**config.mk**
```make
export PLATFORM = sky130hd
export DESIGN_NAME = noc_packetizer_flat
export DESIGN_NICKNAME = d
export VERILOG_FILES = /design/src/rtl/noc_packetizer_pkg.sv /design/src/rtl/noc_packetizer_if.sv /design/src/rtl/noc_packetizer_credit.sv /design/src/rtl/noc_packetizer.sv /design/src/flat_wrapper.sv
export SDC_FILE = /design/constraint.sdc
export NUM_CORES = 1
export LEC_CHECK = 0
export ABC_AREA = 1
export CAP_MARGIN = 20
export CORE_MARGIN = 2
export CORE_UTILIZATION = 67
export CTS_CLUSTER_DIAMETER = 80
export DETAILED_ROUTE_END_ITERATION = 16
export DONT_BUFFER_PORTS = 1
export GPL_TIMING_DRIVEN = 1
export PLACE_DENSITY = 0.83
export SLEW_MARGIN = 15
export SYNTH_ARGS = -nofsm -noshare
export SYNTH_HDL_FRONTEND = slang
export SYNTH_HIERARCHICAL = 1
export SYNTH_SLANG_ARGS = --single-unit
```
**constraint.sdc**
```tcl
create_clock -name clk -period 3.2 [get_ports clk]
set_input_delay 0.16 -clock clk [delete_from_list [all_inputs] [get_ports clk]]
set_output_delay 0.16 -clock clk [all_outputs]
set_load 0.05 [all_outputs]
```
**src/rtl/noc_packetizer_pkg.sv**
```systemverilog
// Shared NoC types: flit layout, packet header, VC/credit sizing and the packetizer state encoding.
package params_noc;

    localparam int x_Des              = 4;
    localparam int y_Des              = 4;
    localparam int header_Payloadsize = 16;
    localparam int flit_Size          = x_Des + y_Des + header_Payloadsize;
    localparam int vc_Num             = 2;
    localparam int VC_Size            = (vc_Num > 1) ? $clog2(vc_Num) : 1;
    localparam int max_Body_Flits     = 8;
    localparam int credit_Depth       = 4;

    typedef enum logic [1:0] {
        HEAD     = 2'd0,
        BODY     = 2'd1,
        TAIL     = 2'd2,
        HEADTAIL = 2'd3
    } flit_Data_Label;

    typedef struct packed {
        logic [x_Des-1:0]              x_Dest;
        logic [y_Des-1:0]              y_Dest;
        logic [header_Payloadsize-1:0] header_Payload;
    } packet_Header;

    // A head flit carries the routing header; every other flit carries a raw data word.
    typedef union packed {
        packet_Header         head_Data;
        logic [flit_Size-1:0] flit;
    } flit_Payload;

    typedef struct packed {
        flit_Data_Label     flit_Label;
        logic [VC_Size-1:0] vc_Id;
        flit_Payload        data;
    } flit_Data_withvc;

    typedef enum logic [1:0] {
        S_IDLE = 2'd0,
        S_HEAD = 2'd1,
        S_BODY = 2'd2
    } pkt_state_e;

    function automatic logic [VC_Size-1:0] next_vc(input logic [VC_Size-1:0] vc);
        return (int'(vc) == vc_Num - 1) ? '0 : vc + VC_Size'(1);
    endfunction

endpackage

```
**src/rtl/noc_packetizer_if.sv**
```systemverilog
// Descriptor, body-word, flit and credit signals of the packetizer; slave is the packetizer side.
interface noc_packetizer_if #(
    parameter int MAX_BODY = params_noc::max_Body_Flits
);
    import params_noc::*;

    localparam int LEN_W = $clog2(MAX_BODY + 1);

    // Descriptor and body words transfer on a rising edge where valid && ready; the source holds
    // valid and its payload stable until that edge. flit_valid_o is a one-cycle event with no
    // ready; the only flow control on flits is the per-VC credit returned through credit_i.
    logic                          pkt_valid_i;
    logic                          pkt_ready_o;
    logic [x_Des-1:0]              pkt_x_dest_i;
    logic [y_Des-1:0]              pkt_y_dest_i;
    logic [header_Payloadsize-1:0] pkt_payload_i;
    logic [LEN_W-1:0]              pkt_len_i;
    logic                          data_valid_i;
    logic                          data_ready_o;
    logic [flit_Size-1:0]          data_i;
    logic                          flit_valid_o;
    flit_Data_withvc               flit_o;
    logic [vc_Num-1:0]             credit_i;

    modport master (
        output pkt_valid_i, pkt_x_dest_i, pkt_y_dest_i, pkt_payload_i, pkt_len_i,
        output data_valid_i, data_i, credit_i,
        input  pkt_ready_o, data_ready_o, flit_valid_o, flit_o
    );

    modport slave (
        input  pkt_valid_i, pkt_x_dest_i, pkt_y_dest_i, pkt_payload_i, pkt_len_i,
        input  data_valid_i, data_i, credit_i,
        output pkt_ready_o, data_ready_o, flit_valid_o, flit_o
    );

endinterface

```
**src/rtl/noc_packetizer_credit.sv**
```systemverilog
// Per-VC saturating credit counter: starts full, counts down on emission and up on returned credit.
module vc_credit_counter #(
    parameter int DEPTH = params_noc::credit_Depth,
    localparam int CW   = $clog2(DEPTH + 1)
) (
    input  logic clk,
    input  logic rst_n,
    input  logic inc_i,
    input  logic dec_i,
    output logic avail_o
);

    logic [CW-1:0] count_q, count_d;

    // Simultaneous return and spend cancel; a return at full count is dropped.
    always_comb begin
        count_d = count_q;
        if (inc_i && !dec_i && count_q != CW'(DEPTH)) begin
            count_d = count_q + CW'(1);
        end else if (dec_i && !inc_i && count_q != '0) begin
            count_d = count_q - CW'(1);
        end
    end

    always_ff @(posedge clk or negedge rst_n) begin
        if (!rst_n) begin
            count_q <= CW'(DEPTH);
        end else begin
            count_q <= count_d;
        end
    end

    assign avail_o = (count_q != '0);

    credit_overflow_a: assert property (@(posedge clk) disable iff (!rst_n)
        !(inc_i && !dec_i && count_q == CW'(DEPTH)))
        else $error("credit returned to a VC already at full credit");

endmodule

```
**src/rtl/noc_packetizer.sv**
```systemverilog
// Turns packet descriptors plus body words into credit-gated HEAD/BODY/TAIL flits on round-robin VCs.
// Optional NOC_PACKETIZER_STATS_EN adds packet and flit counters.
module noc_packetizer
    import params_noc::*;
#(
    parameter int MAX_BODY     = max_Body_Flits,
    parameter int CREDIT_DEPTH = credit_Depth
) (
    input  logic               clk,
    input  logic               rst_n,
    noc_packetizer_if.slave    bus,
    output pkt_state_e         state_o
`ifdef NOC_PACKETIZER_STATS_EN
    ,
    output logic [31:0]        pkt_count_o,
    output logic [31:0]        flit_count_o
`endif
);

    localparam int LEN_W = $clog2(MAX_BODY + 1);

    pkt_state_e         state_q, state_d;
    logic [VC_Size-1:0] vc_q, vc_d;
    packet_Header       hdr_q, hdr_d;
    logic [LEN_W-1:0]   rem_q, rem_d;
    flit_Data_withvc    flit_q, flit_d;
    logic               flit_valid_q;
    logic               emit;
    logic [vc_Num-1:0]  avail;
    logic [vc_Num-1:0]  dec;
    logic               vc_avail;
    logic [LEN_W-1:0]   len_clamped;

    for (genvar gv = 0; gv < vc_Num; gv++) begin : g_credit
        vc_credit_counter #(.DEPTH(CREDIT_DEPTH)) u_credit (
            .clk     (clk),
            .rst_n   (rst_n),
            .inc_i   (bus.credit_i[gv]),
            .dec_i   (dec[gv]),
            .avail_o (avail[gv])
        );
    end

    assign vc_avail    = avail[vc_q];
    assign len_clamped = (int'(bus.pkt_len_i) > MAX_BODY) ? LEN_W'(MAX_BODY) : bus.pkt_len_i;

    always_comb begin
        dec       = '0;
        dec[vc_q] = emit;
    end

    // vc_q doubles as last_vc: it is advanced on accept and then held for the whole packet.
    always_comb begin
        state_d          = state_q;
        vc_d             = vc_q;
        hdr_d            = hdr_q;
        rem_d            = rem_q;
        flit_d           = flit_q;
        emit             = 1'b0;
        bus.pkt_ready_o  = 1'b0;
        bus.data_ready_o = 1'b0;
        case (state_q)
            S_IDLE: begin
                bus.pkt_ready_o = 1'b1;
                if (bus.pkt_valid_i) begin
                    vc_d                 = next_vc(vc_q);
                    hdr_d.x_Dest         = bus.pkt_x_dest_i;
                    hdr_d.y_Dest         = bus.pkt_y_dest_i;
                    hdr_d.header_Payload = bus.pkt_payload_i;
                    rem_d                = len_clamped;
                    state_d              = S_HEAD;
                end
            end
            S_HEAD: begin
                if (vc_avail) begin
                    emit                  = 1'b1;
                    flit_d.vc_Id          = vc_q;
                    flit_d.data.head_Data = hdr_q;
                    if (rem_q == '0) begin
                        flit_d.flit_Label = HEADTAIL;
                        state_d           = S_IDLE;
                    end else begin
                        flit_d.flit_Label = HEAD;
                        state_d           = S_BODY;
                    end
                end
            end
            S_BODY: begin
                bus.data_ready_o = vc_avail;
                if (bus.data_valid_i && vc_avail) begin
                    emit             = 1'b1;
                    flit_d.vc_Id     = vc_q;
                    flit_d.data.flit = bus.data_i;
                    rem_d            = rem_q - LEN_W'(1);
                    if (rem_q == LEN_W'(1)) begin
                        flit_d.flit_Label = TAIL;
                        state_d           = S_IDLE;
                    end else begin
                        flit_d.flit_Label = BODY;
                    end
                end
            end
            default: state_d = S_IDLE;
        endcase
    end

    always_ff @(posedge clk or negedge rst_n) begin
        if (!rst_n) begin
            state_q      <= S_IDLE;
            vc_q         <= VC_Size'(vc_Num - 1);
            hdr_q        <= '0;
            rem_q        <= '0;
            flit_q       <= '0;
            flit_valid_q <= 1'b0;
        end else begin
            state_q      <= state_d;
            vc_q         <= vc_d;
            hdr_q        <= hdr_d;
            rem_q        <= rem_d;
            flit_q       <= flit_d;
            flit_valid_q <= emit;
        end
    end

    assign bus.flit_valid_o = flit_valid_q;
    assign bus.flit_o       = flit_q;
    assign state_o          = state_q;

`ifdef NOC_PACKETIZER_STATS_EN
    logic [31:0] pkt_count_q, flit_count_q;

    always_ff @(posedge clk or negedge rst_n) begin
        if (!rst_n) begin
            pkt_count_q  <= '0;
            flit_count_q <= '0;
        end else if (emit) begin
            flit_count_q <= flit_count_q + 32'd1;
            if (flit_d.flit_Label == HEAD || flit_d.flit_Label == HEADTAIL) begin
                pkt_count_q <= pkt_count_q + 32'd1;
            end
        end
    end

    assign pkt_count_o  = pkt_count_q;
    assign flit_count_o = flit_count_q;
`endif

endmodule
```
**src/flat_wrapper.sv**
```systemverilog
// flat-port wrapper written by rule: the top's interface ports become plain ports
module noc_packetizer_flat import params_noc::*;
#(
    parameter int MAX_BODY     = max_Body_Flits,
    parameter int CREDIT_DEPTH = credit_Depth
)
  (clk, rst_n, state_o, bus_pkt_valid_i, bus_pkt_x_dest_i, bus_pkt_y_dest_i, bus_pkt_payload_i, bus_pkt_len_i, bus_data_valid_i, bus_data_i, bus_credit_i, bus_pkt_ready_o, bus_data_ready_o, bus_flit_valid_o, bus_flit_o);
  noc_packetizer_if #(.MAX_BODY(MAX_BODY)) bus_i ();
  input  logic clk;
  input  logic rst_n;
  output pkt_state_e state_o;
  input wire logic [$bits(bus_i.pkt_valid_i)-1:0] bus_pkt_valid_i;
  input wire logic [$bits(bus_i.pkt_x_dest_i)-1:0] bus_pkt_x_dest_i;
  input wire logic [$bits(bus_i.pkt_y_dest_i)-1:0] bus_pkt_y_dest_i;
  input wire logic [$bits(bus_i.pkt_payload_i)-1:0] bus_pkt_payload_i;
  input wire logic [$bits(bus_i.pkt_len_i)-1:0] bus_pkt_len_i;
  input wire logic [$bits(bus_i.data_valid_i)-1:0] bus_data_valid_i;
  input wire logic [$bits(bus_i.data_i)-1:0] bus_data_i;
  input wire logic [$bits(bus_i.credit_i)-1:0] bus_credit_i;
  output wire logic [$bits(bus_i.pkt_ready_o)-1:0] bus_pkt_ready_o;
  output wire logic [$bits(bus_i.data_ready_o)-1:0] bus_data_ready_o;
  output wire logic [$bits(bus_i.flit_valid_o)-1:0] bus_flit_valid_o;
  output wire logic [$bits(bus_i.flit_o)-1:0] bus_flit_o;
  assign bus_i.pkt_valid_i = bus_pkt_valid_i;
  assign bus_i.pkt_x_dest_i = bus_pkt_x_dest_i;
  assign bus_i.pkt_y_dest_i = bus_pkt_y_dest_i;
  assign bus_i.pkt_payload_i = bus_pkt_payload_i;
  assign bus_i.pkt_len_i = bus_pkt_len_i;
  assign bus_i.data_valid_i = bus_data_valid_i;
  assign bus_i.data_i = bus_data_i;
  assign bus_i.credit_i = bus_credit_i;
  assign bus_pkt_ready_o = bus_i.pkt_ready_o;
  assign bus_data_ready_o = bus_i.data_ready_o;
  assign bus_flit_valid_o = bus_i.flit_valid_o;
  assign bus_flit_o = bus_i.flit_o;
  noc_packetizer #(.MAX_BODY(MAX_BODY), .CREDIT_DEPTH(CREDIT_DEPTH)) u_core (.clk(clk), .rst_n(rst_n), .bus(bus_i), .state_o(state_o));
endmodule
```
==> metrics, run 1 <==
Max Cap Violations 0; Die Span X between 70 and 80 um; total number of vias roughly 2300; P_leak ~1.8 nW; placeable core region about 0.0047 mm2; vias in the first global route around 2400; required time at the worst-slack endpoint a little over 3000 ps; clock sink total between 60 and 70; Yosys reg bits 65; Distinct cells, synth 27; post-CTS repair timing setup buffer count 0; io pins 90; status completed; Final Max Tran Viols 0; count of hold buffers inserted by post-cts repair 26; wire length of the first global-routing pass roughly 11 mm; Final Power ~4.7 mW; worst setup skew after layout ~5.7 ps; clock tree from TritonCTS done; post-detailed-route DRC marker count 0; sum of routed wire length over all layers approximately 7 mm; startpoint-to-endpoint class of the critical path reg2out; antenna violations before repair 0; total global routing overflow 0; post-cts gate resize count 0; clock insertion delay at the later pin of the skew report 340 ps; effective utilization at floorplan 0.698; endpoint kind of the worst setup timing path primary output; Area growth syn-to-layout 14.5%; transition time at the pin with the least slew margin ~670 ps; count of inserted antenna diode cells 0; relative slew slack 0.553; Main synth FF type dfrtp_1; Detail Placement HPWL roughly 4.2 mm; number of rows in the core area 25; nature of the critical path startpoint flip-flop; number of CTS-inserted buffers 9; sequential area share after synthesis 0.494; placer's final routability congestion estimate 0.810; number of placed cells counting well taps around 400; largest fanout on the critical path 34; min Tclk post-route roughly 2700 ps; setup repair after global routing missed its margin false; number of instances in the synthesized netlist between 300 and 400; router iterations before antenna repair 4; Util after Layout 0.799; setup_tns 0 ps; aggregate global-route resource usage 0.263; share of final-layout standard cells stronger than drive strength 1 0.240; adder-cell area share of the yosys netlist 0.0349; synthesized area divided by synthesized cell count between 9 and 10 um2; floorplan die area 0.00550 mm2; fraction of the mapped netlist area in simple logic gates 0.207; number of synthesis warnings 6; # port buffers 0; share of cell area taken by muxes after synthesis 0.0820; Arrival @ worst endpoint between 2000 and 3000 ps; largest net degree at the start of global routing between 60 and 70; Finished Layout Cells about 440; antenna viol nets, final 0; maximum clock frequency around 0.37 GHz; class of the tightest hold or removal check in2reg; cell area after synthesis roughly 0.0033 mm2; clock-pin slew on the worst setup and hold paths roughly 70 ps; final critical-path share of the clock period 0.836; root buffer selected by CTS clkbuf_8; Max H-tree Level 3; Synth Area in XOR/XNOR 0.00531; worst vdd ir between 800 and 900 uV; DR WL/cell roughly 16 um; main combinational cell family by area after synthesis simple AND/OR/NAND/NOR gates; Pwr per Cell Area between 1000 and 1500 mW/mm2; routed vias/inst 5.34; fraction of the mapped netlist area in compound gates 0.113; drt first-iter violations roughly 150; maximum root-to-sink buffer count 2; die height approximately 74 um; net count after synthesis approximately 410; final hold vios 0; fraction of registers with async set or reset after synthesis 1.00; number of enable-type register cells in the synthesized netlist 0; Nets ~430; final setup violating endpoints 0
[through the flow]
step | area (um2) | setup slack (ps) | hold WS, ps
after floorplan | 3300 | 878 | -136
after global placement | 3290 | 827 | -134
after detailed placement | 3290 | 762 | -133
after CTS | 3770 | 507 | 18.9
after global routing | 3770 | 373 | 37.5
final | 3770 | 523 | 31.6
[layout make-up]
class | count | area (um2)
fill | 306 | 948
clock inverter | 6 | 83.8
tap | 67 | 83.8
multi-input combinational | 236 | 1460
timing repair buffer | 28 | 293
sequential | 65 | 1630
inverter | 27 | 104
clock buffer | 9 | 124
[cells in the final DEF (no fill, tap or decap)]
master / count
o21ai_4: 1
nor3b_1: 1
buf_16: 1
fa_1: 2
mux2_2: 24
inv_2: 2
o31ai_1: 1
nor2_1: 65
nor2_2: 2
clkbuf_8: 9
a21boi_0: 1
nand2_4: 1
o21ai_1: 1
nand2_2: 13
a21oi_1: 4
dfstp_2: 3
a22oi_1: 1
clkinv_4: 1
dfrtp_1: 62
nand2_1: 76
clkinv_2: 5
buf_4: 2
bufinv_16: 2
ha_1: 6
dlygate4sd3_1: 25
nand3_1: 8
o21ai_0: 4
inv_1: 23
o31ai_2: 23
xor2_1: 2
[logic make-up (layout without fill, tap and decap cells)]
kind of cell | Yosys count | in the layout
AO/OA/AOI/OAI | 36 | 36
XOR/XNOR | 2 | 2
adder cells (fa/ha/maj) | 8 | 8
buffers and inverters | 41 | 70
flip-flops | 65 | 65
multiplexers | 24 | 24
AND/OR/NAND/NOR | 166 | 166
[final timing paths]
kind                                                   startpoint                                endpoint  slack [ps]  cells past startpoint
max in group asynchronous                                   rst_n  u_core/g_credit[0].u_credit/count_q[2]        2510                      2
hold reg to reg            u_core/g_credit[0].u_credit/count_q[2]  u_core/g_credit[0].u_credit/count_q[2]         470                      2
setup reg to reg                                u_core/state_o[0]                   u_core/bus.flit_o[26]         730                      8
setup / recovery                                u_core/state_o[0]                        bus_data_ready_o         520                      6
min in group asynchronous                                   rst_n                        u_core/hdr_q[17]         390                      2
hold / removal                                      bus_data_i[0]                    u_core/bus.flit_o[0]          30                      2
[critical path, stage by stage (launching register included)]
cell and delay [ps]:
dfrtp_1 670, inv_1 170, ha_1 280, buf_4 260, inv_2 460, nor2_1 110, buf_4 210
[metal layers]
layer / share of wire / global-route usage / routed length (um)
met5: 0 / 0 / 0
met4: 0.012 / 0.111 / 80
met3: 0.078 / 0.0827 / 536
met2: 0.50 / 0.430 / 3450
met1: 0.41 / 0.326 / 2790
[cell usage after synthesis (2+ instances only)]
master,count,area share
buf_6,5,0.017
nand3_1,8,0.012
inv_2,2,0.0023
dfstp_2,3,0.024
clkinv_2,2,0.0030
xor2_1,2,0.0053
fa_1,2,0.012
nor2_2,2,0.0038
o21ai_0,4,0.0061
inv_1,23,0.026
nand2_2,13,0.025
dfrtp_1,62,0.47
nand2_1,76,0.087
buf_4,2,0.0046
buf_2,7,0.011
mux2_2,24,0.082
nor2_1,65,0.074
o31ai_2,23,0.087
a21oi_1,4,0.0061
ha_1,6,0.023
[state kept, by name (all words and copies together), names as in the netlist]
signal / flops
u_core/bus.flit_o: 27
u_core/bus.flit_valid_o: 1
u_core/g_credit.u_credit/count_q: 6
u_core/hdr_q: 24
u_core/rem_q: 4
u_core/state_o: 2
u_core/vc_q: 1
[power breakdown]
part | internal (mW) | total, mW | switching (mW)
combinational | 0.696 | 1.76 | 1.06
sequential | 1.24 | 2.17 | 0.930
clock | 0.431 | 0.739 | 0.308
total | 2.37 | 4.67 | 2.30
(Power assumes the default switching activity.)
==> run 2: changes to the inputs <==
--- a/config.mk
+++ b/config.mk
@@ -8,12 +8,12 @@
 export ABC_AREA = 1
 export CAP_MARGIN = 20
 export CORE_MARGIN = 2
-export CORE_UTILIZATION = 67
+export CORE_UTILIZATION = 57
 export CTS_CLUSTER_DIAMETER = 80
 export DETAILED_ROUTE_END_ITERATION = 16
 export DONT_BUFFER_PORTS = 1
 export GPL_TIMING_DRIVEN = 1
-export PLACE_DENSITY = 0.83
+export PLACE_DENSITY = 0.75
 export SLEW_MARGIN = 15
 export SYNTH_ARGS = -nofsm -noshare
 export SYNTH_HDL_FRONTEND = slang
==> constraint.sdc (replaced) <==
create_clock -name clk -period 2.24 [get_ports clk]
set_input_delay 0.112 -clock clk [delete_from_list [all_inputs] [get_ports clk]]
set_output_delay 0.112 -clock clk [all_outputs]
set_load 0.05 [all_outputs]
==> run 2 against run 1 <==
Critical path depth increased by 1. Largest power group unchanged. Setup slack got worse by 370 ps. Combinational power increased by 52%. Non-clock buffer count increased by 19. Critical path type unchanged. Worst hold slack got worse by 22 ps. Global-route usage decreased by 3.6 points. Critical endpoint unchanged. Sequential share of layout area decreased by 3.0 points. Sequential power increased by 40%. First-iteration DRC count decreased by 47%. Die area increased by 17%. Clock power increased by 83%. Sequential cell count unchanged.
==> metrics, run 2 (same netlist as run 1, synthesis figures left out) <==
endpoint kind of the worst setup timing path primary output; maximum root-to-sink buffer count 2; placeable core region 0.00554 mm2; DR WL/cell around 15 um; total number of vias approximately 2400; worst vdd ir 975 uV; slowest cell delay on critical path about 420 ps; Area growth syn-to-layout 23.0%; P_leak around 1.9 nW; class of the tightest hold or removal check in2reg; relative slew slack 0.552; Die Span X 80.1 um; clock tree from TritonCTS done; setup repair after global routing missed its margin false; flip-flop count of the largest register, all copies and words added 27; min Tclk post-route 2090 ps; largest net degree at the start of global routing 66; Final Cell Area 0.00406 mm2; clock-pin slew on the worst setup and hold paths about 70 ps; share of final-layout standard cells stronger than drive strength 1 0.248; root buffer selected by CTS clkbuf_8; status completed; vias in the first global route about 2400; kind of cell adding the most delay to the critical path buffers and inverters; final setup violating endpoints 0; clock insertion delay at the later pin of the skew report 330 ps; number of fill cells in the layout 414; routed vias/inst 5.19; Final Power just over 7 mW; required time at the worst-slack endpoint between 2000 and 2500 ps; antenna viol nets, final 0; post-detailed-route DRC marker count 0; most frequent CP cell buf_4; Detail Placement HPWL about 4.4 mm; io pins 90; Max Cap Violations 0; Nets between 400 and 500; antenna violations before repair 0; router iterations before antenna repair 4; register area ~0.0016 mm2; clock sink total 65; maximum clock frequency approximately 0.48 GHz; highest-count cells in the layout ignoring fill and taps nand2_1, nor2_1, dfrtp_1; effective utilization at floorplan 0.595; die height 80.1 um; Pwr per Cell Area approximately 1700 mW/mm2; final critical-path share of the clock period 0.932; largest fanout on the critical path 34; # port buffers 0; placer's final routability congestion estimate a little under 0.8; wire length of the first global-routing pass 11.1 mm; area of the multi-input gates roughly 0.0015 mm2; Final Hold Slack 9.77 ps; sum of routed wire length over all layers roughly 6.8 mm; setup_tns 0 ps; standard cell area after detailed placement approximately 0.0034 mm2; drt first-iter violations 78; transition time at the pin with the least slew margin 672 ps; aggregate global-route resource usage 0.227; most common cell after layout, fill and taps aside nand2_1; total global routing overflow 0; number of CTS-inserted buffers 9; Critical Path Slowest Stage Cell dfrtp_2; nature of the critical path startpoint flip-flop; post-CTS repair timing setup buffer count 0; Max H-tree Level 3; Arrival @ worst endpoint approximately 2000 ps; floorplan die area between 0.006 and 0.007 mm2; CP Buf/Inv Count 5; number of rows in the core area 27; Final Max Tran Viols 0; worst setup skew after layout just over 8 ps; sequence of cells on the critical path inv_1 > ha_1 > buf_12 > inv_4 > buf_4 > nor2_1 > buf_4; final hold vios 0; startpoint-to-endpoint class of the critical path reg2out
==> run 2: cell count changes in the layout (fill, tap and decap cells not counted), moves of 2 or more <==
| cell | before | now |
|---|---|---|
| dlygate4sd3_1 | 25 | 38 |
| buf_4 | 2 | 6 |
| clkinv_2 | 5 | 2 |
| buf_12 | 0 | 2 |
| bufinv_16 | 2 | 4 |
==> run 2: metrics by stage <==
stage,utilization,worst slack (ps),cells
2_1_floorplan,-,20.0,342
3_3_place_gp,0.605,206,408
3_5_place_dp,0.605,114,408
4_1_cts,0.730,31.8,463
5_1_grt,0.731,29.8,463
6_report,0.732,152,464
==> run 2: layout make-up <==
cell class                 count  area share
inverter                      27      0.0262
clock buffer                  10      0.0339
timing repair buffer          47       0.122
multi-input combinational    236       0.359
antenna                        1    0.000617
tap                           72      0.0222
sequential                    65       0.402
clock inverter                 6      0.0339
==> run 2: worst register-to-register path, cell delays in order, from the launching register on <==
cell     delay (ps)
dfrtp_2         420
inv_1           110
ha_1            240
buf_12          230
o21ai_4          90
nand2_4         500
inv_1           150
nor2_1          130
a21oi_1          60
==> run 2: report_power, final <==
group	total, mW	internal [mW]	leakage [nW]	switching (mW)
Combinational	2.68	1.10	1.02	1.59
Clock	1.35	0.889	0.137	0.463
Sequential	3.04	1.78	0.785	1.26
==> run 2: final timing paths <==
check | startpoint | endpoint | slack, ps | cells past startpoint
setup / recovery | u_core/state_o[0] | bus_data_ready_o | 150 | 7
hold / removal | bus_data_i[3] | u_core/bus.flit_o[3] | 10 | 2
setup reg to reg | u_core/state_o[0] | u_core/bus.flit_o[25] | 200 | 8
hold reg to reg | u_core/g_credit[1].u_credit/count_q[2] | u_core/g_credit[1].u_credit/count_q[2] | 470 | 2
max in group asynchronous | rst_n | u_core/vc_q | 1610 | 2
min in group asynchronous | rst_n | u_core/state_o[1] | 310 | 2
==> run 2: layer usage <==
metal	up-vias	share of wire	track usage	routed length [um]
li1	1184	-	-	-
met1	1162	0.44	0.289	2960
met2	53	0.51	0.382	3470
met3	8	0.043	0.0506	292
met4	0	0.0090	0.0814	61
met5	-	0	0	0
==> run 2: repair_timing <==
action                     CTS  global route
setup endpoints to repair    1             1
resized for setup            2             3
hold endpoints to repair   102             0
pin swaps                    0             0
hold buffers                39             0
==> run 3: changes to the inputs <==
--- a/config.mk
+++ b/config.mk
@@ -5,7 +5,6 @@
 export SDC_FILE = /design/constraint.sdc
 export NUM_CORES = 1
 export LEC_CHECK = 0
-export ABC_AREA = 1
 export CAP_MARGIN = 20
 export CORE_MARGIN = 2
 export CORE_UTILIZATION = 57
==> run 3 against run 2 <==
Die area is 2.2% lower. Setup slack got worse by 44 ps. Clock power fell by 17%. Synthesized cell count fell by 16%. Final cell count down 7.5%. Non-clock buffer count grew 21. Critical path type is now reg2reg.
==> metrics, run 3 <==
status completed; Arrival @ worst endpoint roughly 2400 ps; share of the synthesized area in the top cell type 0.482; # port buffers 0; placeable core region 0.00547 mm2; endpoint kind of the worst setup timing path flip-flop; switching power of the nets between 3 and 4 mW; post-detailed-route DRC marker count 0; min Tclk post-route approximately 2100 ps; nature of the critical path startpoint flip-flop; Final Power roughly 7.1 mW; number of fill cells in the layout ~380; Die Span X ~79 um; wire length of the first global-routing pass between 10 and 15 mm; Detail Placement HPWL about 4.4 mm; clock insertion delay at the later pin of the skew report ~340 ps; total global routing overflow 0; final setup violating endpoints 0; startpoint-to-endpoint class of the critical path reg2reg; transition time at the pin with the least slew margin 503 ps; number of synthesis warnings 6; largest fanout on the critical path 4; drt first-iter violations ~120; placer's final routability congestion estimate just over 0.8; sequential area share after synthesis 0.506; router iterations before antenna repair 4; P_leak ~1.8 nW; DR WL/cell 16.6 um; hold_sp bus_data_i[19]; most frequent cell after synthesis dfrtp_1; Pwr per Cell Area about 1700 mW/mm2; root buffer selected by CTS clkbuf_8; highest-count cells in the layout ignoring fill and taps dfrtp_1, dlygate4sd3_1, nor2_1; critical path launch point u_core/state_o[1]; net count after synthesis approximately 350; Comb pwr share 0.414; setup repair after global routing missed its margin true; internal power between 3 and 4 mW; net switching share of the total power 0.460; die height around 80 um; clock-pin slew on the worst setup and hold paths 70 ps; count of inserted antenna diode cells 0; relative slew slack 0.665; Most Used Layer, Global Route met2; flip-flop count of the largest register, all copies and words added 27; class of the tightest hold or removal check in2reg; cell types with the highest counts after synthesis dfrtp_1, nor2_1, a21oi_1, mux2i_1, mux2_2; routed vias/inst between 5 and 6; met1 usage 0.294; Max Cap Violations 0; aggregate global-route resource usage 0.242; worst vdd ir 1090 uV; Clk network pwr share 0.159; Yosys reg bits between 60 and 70; met2 layer usage reported by global route 0.397; most common cell after layout, fill and taps aside dfrtp_1; final critical-path share of the clock period 0.952; io pins 90; number of instances in the synthesized netlist 286; share of final-layout standard cells stronger than drive strength 1 0.244; number of enable-type register cells in the synthesized netlist 0; Distinct cells, synth between 40 and 50; Final Hold Slack between 4 and 5 ps; Final Max Tran Viols 0; final hold vios 0; synthesized area divided by synthesized cell count approximately 11 um2; Nets about 420; Main synth FF type dfrtp_1; cell accounting for the most synthesized area dfrtp_1; fraction of met3 tracks used by global routing 0.0602; maximum clock frequency between 0.4 and 0.5 GHz; largest net degree at the start of global routing 66; sum of routed wire length over all layers 7.14 mm; vias in the first global route roughly 2400; number of CTS-inserted buffers 9; number of rows in the core area 27; cell area after synthesis approximately 0.0032 mm2; post-CTS repair timing setup buffer count 0; Flop pwr share 0.428; total number of vias about 2400; fraction of registers with async set or reset after synthesis 1.00; worst setup skew after layout approximately 8 ps; Max H-tree Level 3; floorplan die area around 0.0063 mm2; worst reg2reg startpoint u_core/state_o[1]; required time at the worst-slack endpoint ~2500 ps; antenna viol nets, final 0; maximum root-to-sink buffer count 2; synth top area cells dfrtp_1, mux2_2, mux2i_1; clock sink total between 60 and 70; effective utilization at floorplan 0.589; antenna violations before repair 0; clock tree from TritonCTS done; Area growth syn-to-layout 29.5%; Util after Layout 0.762
==> run 3: cell count changes after synthesis, sizes merged, moves of 5 or more <==
cell / delta
inv: -16
nor3: +5
a21oi: +27
o31ai: -23
mux2i: +30
nand2: -80
nor2: -28
nand3: -5
==> run 3: area by class of cell <==
| type | instances | area [um2] | area share |
|---|---|---|---|
| clock inverter | 6 | 90.1 | 0.0216 |
| inverter | 9 | 33.8 | 0.00810 |
| multi-input combinational | 199 | 1520 | 0.364 |
| clock buffer | 10 | 138 | 0.0330 |
| timing repair buffer | 68 | 667 | 0.160 |
| tap | 72 | 90.1 | 0.0216 |
| sequential | 65 | 1630 | 0.391 |
==> run 3: cell families after synthesis <==
family / count (synthesis) / synth area share
adder cells (fa/ha/maj): 8 / 0.0357
XOR/XNOR: 5 / 0.0183
buffers and inverters: 22 / 0.0361
AND/OR/NAND/NOR: 70 / 0.0986
multiplexers: 58 / 0.191
AO/OA/AOI/OAI: 58 / 0.114
flip-flops: 65 / 0.506
==> run 3: per-layer routing <==
layer,up-vias,share of wire
li1,1141,-
met1,1149,0.40
met2,87,0.51
met3,15,0.058
met4,0,0.025
met5,-,0
==> run 3: power by group through the flow <==
stage	registers (mW)	logic, mW	clock network, mW
2_1_floorplan	3.04	2.11	0
3_3_place_gp	3.02	2.59	0
3_5_place_dp	3.05	2.69	0
4_1_cts	3.02	2.82	1.15
5_1_grt	3.10	3.24	1.21
6_report	3.02	2.92	1.12
==> run 3: through the flow <==
stage               TNS (ps)  setup WS [ps]  std cells  cell area (um2)
floorplan               -461           -169        286             3260
global placement           0           51.0        363             3390
CTS                        0           26.1        428             4130
detailed placement     -22.5          -22.5        363             3390
finish                     0            108        429             4170
global route           -29.9          -29.9        429             4170
==> run 3: path summary, 6_finish.rpt <==
kind / end / slack [ps] / depth (start not counted)
min reg2reg: u_core/hdr_q[4] / 510 / 1
max: u_core/g_credit[0].u_credit/count_q[2] / 110 / 11
min in group asynchronous: u_core/bus.flit_o[8] / 330 / 2
max reg2reg: u_core/g_credit[0].u_credit/count_q[2] / 110 / 11
min: u_core/bus.flit_o[19] / 4 / 2
max in group asynchronous: u_core/g_credit[0].u_credit/count_q[2] / 1580 / 2
==> run 3: timing repair <==
item | in CTS | in global routing
endpoints found under the setup margin | 1 | 7
hold endpoints to repair | 112 | 0
gates resized for setup | 2 | 5
hold buffers | 49 | 0
==> run 3: worst max-delay path: stages, from the launching register on <==
cell and delay [ps]:
dfrtp_2 390, inv_1 80, ha_2 200, nand2b_1 160, nand2_2 110, nor2_1 80
nor2b_1 180, nand2_1 90, fa_2 380, nand3b_1 100, o2bb2ai_1 70, a22oi_1 200
